$ cat config.mk
export PLATFORM = sky130hd
export DESIGN_NAME = pll_phase_ctrl_flat
export DESIGN_NICKNAME = d
export VERILOG_FILES = /design/src/rtl/pll_phase_ctrl_if.sv /design/src/rtl/pll_phase_ctrl.sv /design/src/flat_wrapper.sv
export SDC_FILE = /design/constraint.sdc
export NUM_CORES = 1
export LEC_CHECK = 0
export ABC_CLOCK_PERIOD_IN_PS = 4600
export BUFFER_PORTS_ARGS = -buffer_cell sky130_fd_sc_hd__buf_2
export CAP_MARGIN = 20
export CORE_AREA = 2 2 81 67
export CTS_CLUSTER_SIZE = 20
export DETAILED_ROUTE_END_ITERATION = 16
export DIE_AREA = 0 0 83 69
export GPL_TIMING_DRIVEN = 0
export PLACE_DENSITY_LB_ADDON = 0.12
export SETUP_SLACK_MARGIN = 0.15
export SYNTH_ARGS = -nofsm -noshare
export SYNTH_HDL_FRONTEND = slang
export SYNTH_SLANG_ARGS = --single-unit
$ cat constraint.sdc
create_clock -name clk -period 4.6 [get_ports clk]
set_input_delay 0.23 -clock clk [delete_from_list [all_inputs] [get_ports clk]]
set_output_delay 0.23 -clock clk [all_outputs]
set_load 0.05 [all_outputs]
$ cat src/rtl/pll_phase_ctrl_if.sv
// Request channel into the PLL phase-shift sequencer: one phase-adjust command
// per valid/ready handshake.
`timescale 1ns/1ps
interface pll_phase_ctrl_if #(parameter int CNT_W = 8);
  logic             req_valid;
  logic             req_ready;
  logic [1:0]       req_sel;
  logic             req_dir;
  logic [CNT_W-1:0] req_steps;

  modport master (output req_valid, req_sel, req_dir, req_steps, input req_ready);
  modport slave  (input req_valid, req_sel, req_dir, req_steps, output req_ready);
endinterface

$ cat src/rtl/pll_phase_ctrl.sv
// ECP5 PLL dynamic phase-shift sequencer: holds PHASESEL/PHASEDIR, issues timed
// active-low PHASESTEP pulses, then waits for LOCK to report done or err.
`timescale 1ns/1ps
module pll_phase_ctrl #(
  parameter int SETUP_CYC   = 4,
  parameter int PULSE_CYC   = 4,
  parameter int GAP_CYC     = 8,
  parameter int CNT_W       = 8,
  parameter int TIMEOUT_CYC = 65535
) (
  input  logic             clk,
  input  logic             rst_n,
  pll_phase_ctrl_if.slave  req,
  input  logic             pll_locked,
  output logic [1:0]       phasesel,
  output logic             phasedir,
  output logic             phasestep,
  output logic             busy,
  output logic [CNT_W-1:0] steps_left,
  output logic             done,
  output logic             err
);
  localparam int MAX_A = (SETUP_CYC > PULSE_CYC) ? SETUP_CYC : PULSE_CYC;
  localparam int MAX_B = (GAP_CYC > TIMEOUT_CYC) ? GAP_CYC : TIMEOUT_CYC;
  localparam int MAX_C = (MAX_A > MAX_B) ? MAX_A : MAX_B;
  // +1 so a power-of-two maximum still fits the SETTLE reload of TIMEOUT_CYC
  localparam int TW    = $clog2(MAX_C + 1);

  localparam logic [TW-1:0] LD_SETUP  = TW'(SETUP_CYC - 1);
  localparam logic [TW-1:0] LD_PULSE  = TW'(PULSE_CYC - 1);
  localparam logic [TW-1:0] LD_GAP    = TW'(GAP_CYC - 1);
  localparam logic [TW-1:0] LD_SETTLE = TW'(TIMEOUT_CYC);

  typedef enum logic [2:0] {IDLE, SETUP, PULSE, GAP, SETTLE} state_t;

  state_t           state, state_n;
  logic [1:0]       lock_sync;
  logic             lock_s;
  logic [TW-1:0]    cnt, cnt_n;
  logic [CNT_W-1:0] steps_n;
  logic [1:0]       sel_n;
  logic             dir_n;
  logic             abort, abort_n;
  logic             done_n, err_n;

  always_ff @(posedge clk or negedge rst_n)
    if (!rst_n) lock_sync <= '0;
    else        lock_sync <= {lock_sync[0], pll_locked};

  assign lock_s        = lock_sync[1];
  assign req.req_ready = (state == IDLE) & lock_s;
  assign busy          = (state != IDLE);

  always_comb begin
    state_n = state;
    cnt_n   = (cnt == '0) ? cnt : cnt - TW'(1);
    steps_n = steps_left;
    sel_n   = phasesel;
    dir_n   = phasedir;
    abort_n = abort;
    done_n  = 1'b0;
    err_n   = 1'b0;
    unique case (state)
      IDLE: if (req.req_valid && req.req_ready) begin
        sel_n   = req.req_sel;
        dir_n   = req.req_dir;
        steps_n = req.req_steps;
        abort_n = 1'b0;
        state_n = SETUP;
        cnt_n   = LD_SETUP;
      end
      SETUP, GAP: begin
        // current lock_s counts too, so a drop on the final cycle still blocks the next pulse
        abort_n = abort | ~lock_s;
        if (cnt == '0) begin
          if (steps_left != '0 && !abort_n) begin
            state_n = PULSE;
            cnt_n   = LD_PULSE;
          end else begin
            state_n = SETTLE;
            cnt_n   = LD_SETTLE;
          end
        end
      end
      PULSE: begin
        abort_n = abort | ~lock_s;
        if (cnt == '0) begin
          steps_n = steps_left - CNT_W'(1);
          state_n = GAP;
          cnt_n   = LD_GAP;
        end
      end
      SETTLE: begin
        if (lock_s) begin
          done_n  = ~abort;
          err_n   = abort;
          state_n = IDLE;
        end else if (cnt == '0) begin
          err_n   = 1'b1;
          state_n = IDLE;
        end
      end
      default: state_n = IDLE;
    endcase
  end

  always_ff @(posedge clk or negedge rst_n)
    if (!rst_n) begin
      state      <= IDLE;
      cnt        <= '0;
      steps_left <= '0;
      phasesel   <= '0;
      phasedir   <= 1'b0;
      phasestep  <= 1'b1;
      abort      <= 1'b0;
      done       <= 1'b0;
      err        <= 1'b0;
    end else begin
      state      <= state_n;
      cnt        <= cnt_n;
      steps_left <= steps_n;
      phasesel   <= sel_n;
      phasedir   <= dir_n;
      phasestep  <= (state_n != PULSE);
      abort      <= abort_n;
      done       <= done_n;
      err        <= err_n;
    end
endmodule

$ cat src/flat_wrapper.sv
// flat-port wrapper written by rule: the top's interface ports become plain ports
module pll_phase_ctrl_flat 
#(
  parameter int SETUP_CYC   = 4,
  parameter int PULSE_CYC   = 4,
  parameter int GAP_CYC     = 8,
  parameter int CNT_W       = 8,
  parameter int TIMEOUT_CYC = 65535
)
  (clk, rst_n, pll_locked, phasesel, phasedir, phasestep, busy, steps_left, done, err, req_req_valid, req_req_sel, req_req_dir, req_req_steps, req_req_ready);
  pll_phase_ctrl_if #(.CNT_W(CNT_W)) req_i ();
  input  logic clk;
  input  logic rst_n;
  input  logic pll_locked;
  output logic [1:0] phasesel;
  output logic phasedir;
  output logic phasestep;
  output logic busy;
  output logic [CNT_W-1:0] steps_left;
  output logic done;
  output logic err;
  input wire logic [$bits(req_i.req_valid)-1:0] req_req_valid;
  input wire logic [$bits(req_i.req_sel)-1:0] req_req_sel;
  input wire logic [$bits(req_i.req_dir)-1:0] req_req_dir;
  input wire logic [$bits(req_i.req_steps)-1:0] req_req_steps;
  output wire logic [$bits(req_i.req_ready)-1:0] req_req_ready;
  assign req_i.req_valid = req_req_valid;
  assign req_i.req_sel = req_req_sel;
  assign req_i.req_dir = req_req_dir;
  assign req_i.req_steps = req_req_steps;
  assign req_req_ready = req_i.req_ready;
  pll_phase_ctrl #(.SETUP_CYC(SETUP_CYC), .PULSE_CYC(PULSE_CYC), .GAP_CYC(GAP_CYC), .CNT_W(CNT_W), .TIMEOUT_CYC(TIMEOUT_CYC)) u_core (.clk(clk), .rst_n(rst_n), .req(req_i), .pll_locked(pll_locked), .phasesel(phasesel), .phasedir(phasedir), .phasestep(phasestep), .busy(busy), .steps_left(steps_left), .done(done), .err(err));
endmodule
==> flow_summary.yaml <==
cells_and_area:
  final_common_cell: "dfrtp_1"
  nets: 254
  postLayoutCoreUtil: 0.453
  multi_input_area_um2: 952
  regArea_um2: 902
  post-route-cell-area_um2: 2230
  layout_common_cells: "dfrtp_1 (35), buf_2 (32), o21ai_1 (23)"
  antenna_cells: 0
  drive_above_1_share: 0.237
  num-fill-cells: 496
  areaGrowthSynthToFinish_pct: 16.5
placed_design:
  place.gp.congestion: 0.776
  io_buffers: 30
  dp_hpwl_um: 3130
  dpl-instance-area_um2: 2140
setup_path:
  critPathKind: "reg -> reg"
  cp-end-kind: "flop"
  required_ns: 4.76
  start_kind: "flop"
  critPathMaxFanout: 10
  worst_ep_arrival_time_ns: 2.47
die:
  coreArea_um2: 4920
  dieArea_um2: 5730
  rows: 23
  chipHeight_um: 69
  ios: 31
  start_util: 0.389
  die_x_um: 83
clocking:
  cts_sinks: 36
  cts_buffers: 5
  cts_tree: "built"
  htreeDepth: 2
  clock_insertion_delay_worst_skew_ns: 0.29
  cts_hold_buf: 0
  postCtsResizedCells: 0
  cts_root_buffer: "clkbuf_8"
  clock_path_buffers: 2
  post_cts_buffers: 0
  path_clk_slew_ns: 0.08
global_routing:
  grt_pass1_vias: 1581
  antenna_found_initial: 0
  grt_first_pass_wirelength_um: 7770
  grt_max_degree: 37
  grt_usage: 0.168
  gr-total-overflow: 0
power_and_ir_drop:
  ir_drop_mv: 0.186
  p_leak_uw: 0.000929
  power_density_nw_per_um2: 249
drt:
  vias_per_cell: 5.37
  wl_per_cell_um: 14.9
  postRouteAntennaNets: 0
  first_pass_iters: 4
  drcViolationCount: 0
  drt-total-wl_um: 4430
  drt_iter0_markers: 89
  vias: 1599
sta:
  setup_viol: 0
  worst_slew_pin_slew_ns: 0.818
  fin_crit_ns: 2.31
  slew_headroom: 0.455
  grt_setup_unrepaired: "no"
  finClkSkew_ns: 0.00490
  fin_tns_setup_ns: 0
  drv_slew: 0
  fmax_mhz: 433
  hold_viol: 0
  period_share: 0.502
synth:
  synth-seq-area-share: 0.471
  ys_ff_latch: 36
  synth_area_um2: 1910
  postSynthCellCount: 198
  synth-main-ff-cell: "dfrtp_1"
  synth_cell_types: 46
  synth_edf_count: 0
  synthArstFlopShare: 1.00
  yosys_warnings: 0
  avgSynthCellArea_um2: 9.67
  syn_nets: 217
hold_path:
  min_path_type: "in -> async"
flow_run:
  drv_cap: 0
outcome:
  status: "finished clean"
[kinds of logic (layout without fill, tap and decap cells)]
| kind of cell | after synthesis | after routing | synth area share |
|---|---|---|---|
| and+or+nand+nor | 75 | 75 | 0.230 |
| adders and majority gates | 4 | 4 | 0.0261 |
| AOI/OAI and AO/OA | 55 | 55 | 0.172 |
| muxes | 5 | 5 | 0.0281 |
| xor gates and xnor gates | 9 | 9 | 0.0412 |
| DFF | 36 | 36 | 0.471 |
| buffers and inverters | 14 | 52 | 0.0314 |
[power by group]
group	switching [uW]	internal (uW)	total, uW	leakage, uW
clock network	117	105	222	0.0000479
registers	0.170	317	317	0.000424
logic	9.66	5.54	15.2	0.000457
total	127	428	555	0.000929
[cell type report]
type | instances | area share
multi-input cells | 148 | 0.427
well taps | 62 | 0.0348
inverters | 7 | 0.0140
flip-flops and latches | 36 | 0.405
clock buffers | 5 | 0.0309
clock inverters | 3 | 0.00842
repair buffers | 30 | 0.0673
plain buffers | 7 | 0.0129
[layer usage]
metal	track usage	vias to the layer above	routed length (um)
met4	0.0510	0	38
li1	-	804	-
met3	0.0407	4	155
met2	0.229	30	1890
met5	0	-	0
met1	0.260	761	2350
[metrics by stage]
stage | total power (uW) | hold slack, ns | worst slack [ns] | cells
final | 555 | 0.0303 | 2.29 | 298
after global routing | 582 | 0.0275 | 2.05 | 298
after CTS | 565 | 0.0301 | 2.30 | 298
after detailed placement | 339 | 0.336 | 2.33 | 290
after global placement | 339 | 0.332 | 2.29 | 290
after floorplan | 326 | -0.0656 | 2.50 | 198
[critical path, stage by stage, from the launching register on]
cell and delay [ns]:
dfrtp_1 0.41, inv_1 0.06, ha_1 0.21, nor4b_1 0.28
and4_1 0.37, inv_6 0.09, o21a_1 0.25, clkbuf_1 0.25
o21ai_1 0.18, o21ai_1 0.07
[cell usage after synthesis (2+ instances only)]
cell       number  area (um^2)
a211oi_1        3         22.5
a21oi_1        11         55.1
a311oi_1        2         17.5
buf_2           2         10.0
clkbuf_1        5         18.8
dfrtp_1        35          876
ha_1            4         50.1
inv_1           6         22.5
mux2_2          3         33.8
mux2i_1         2         20.0
nand2_1         6         22.5
nand3_1         7         35.0
nor2_1         18         67.6
nor3_1         12         60.1
nor3_2          2         20.0
nor3b_1         3         22.5
nor4_1          8         50.1
o211ai_1        2         15.0
o21a_1          2         15.0
o21ai_0         4         20.0
o21ai_1        23          115
o2bb2ai_1       3         26.3
or3_1           2         12.5
or4_1           3         22.5
or4_4           2         22.5
xnor2_1         6         52.6
xor2_1          3         26.3
[flip-flops by register name (all words and copies together) (netlist names), 2 cells and up]
name,flops
u_core.lock_sync,2
u_core.cnt,16
u_core.steps_left,8
u_core.phasesel,2
u_core.state,3
[path summary, 6_finish.rpt]
check | endpoint | start | slack [ns] | depth (start not counted)
max in group asynchronous | u_core.steps_left[1] | rst_n | 4.05 | 1
min in group clk | u_core.lock_sync[0] | pll_locked | 0.04 | 1
max | u_core.steps_left[4] | u_core.cnt[0] | 2.29 | 9
max reg2reg | u_core.steps_left[4] | u_core.cnt[0] | 2.29 | 9
min | u_core.lock_sync[0] | rst_n | 0.03 | 1
min reg2reg | u_core.lock_sync[1] | u_core.lock_sync[0] | 0.35 | 0
(Power assumes the default switching activity.)
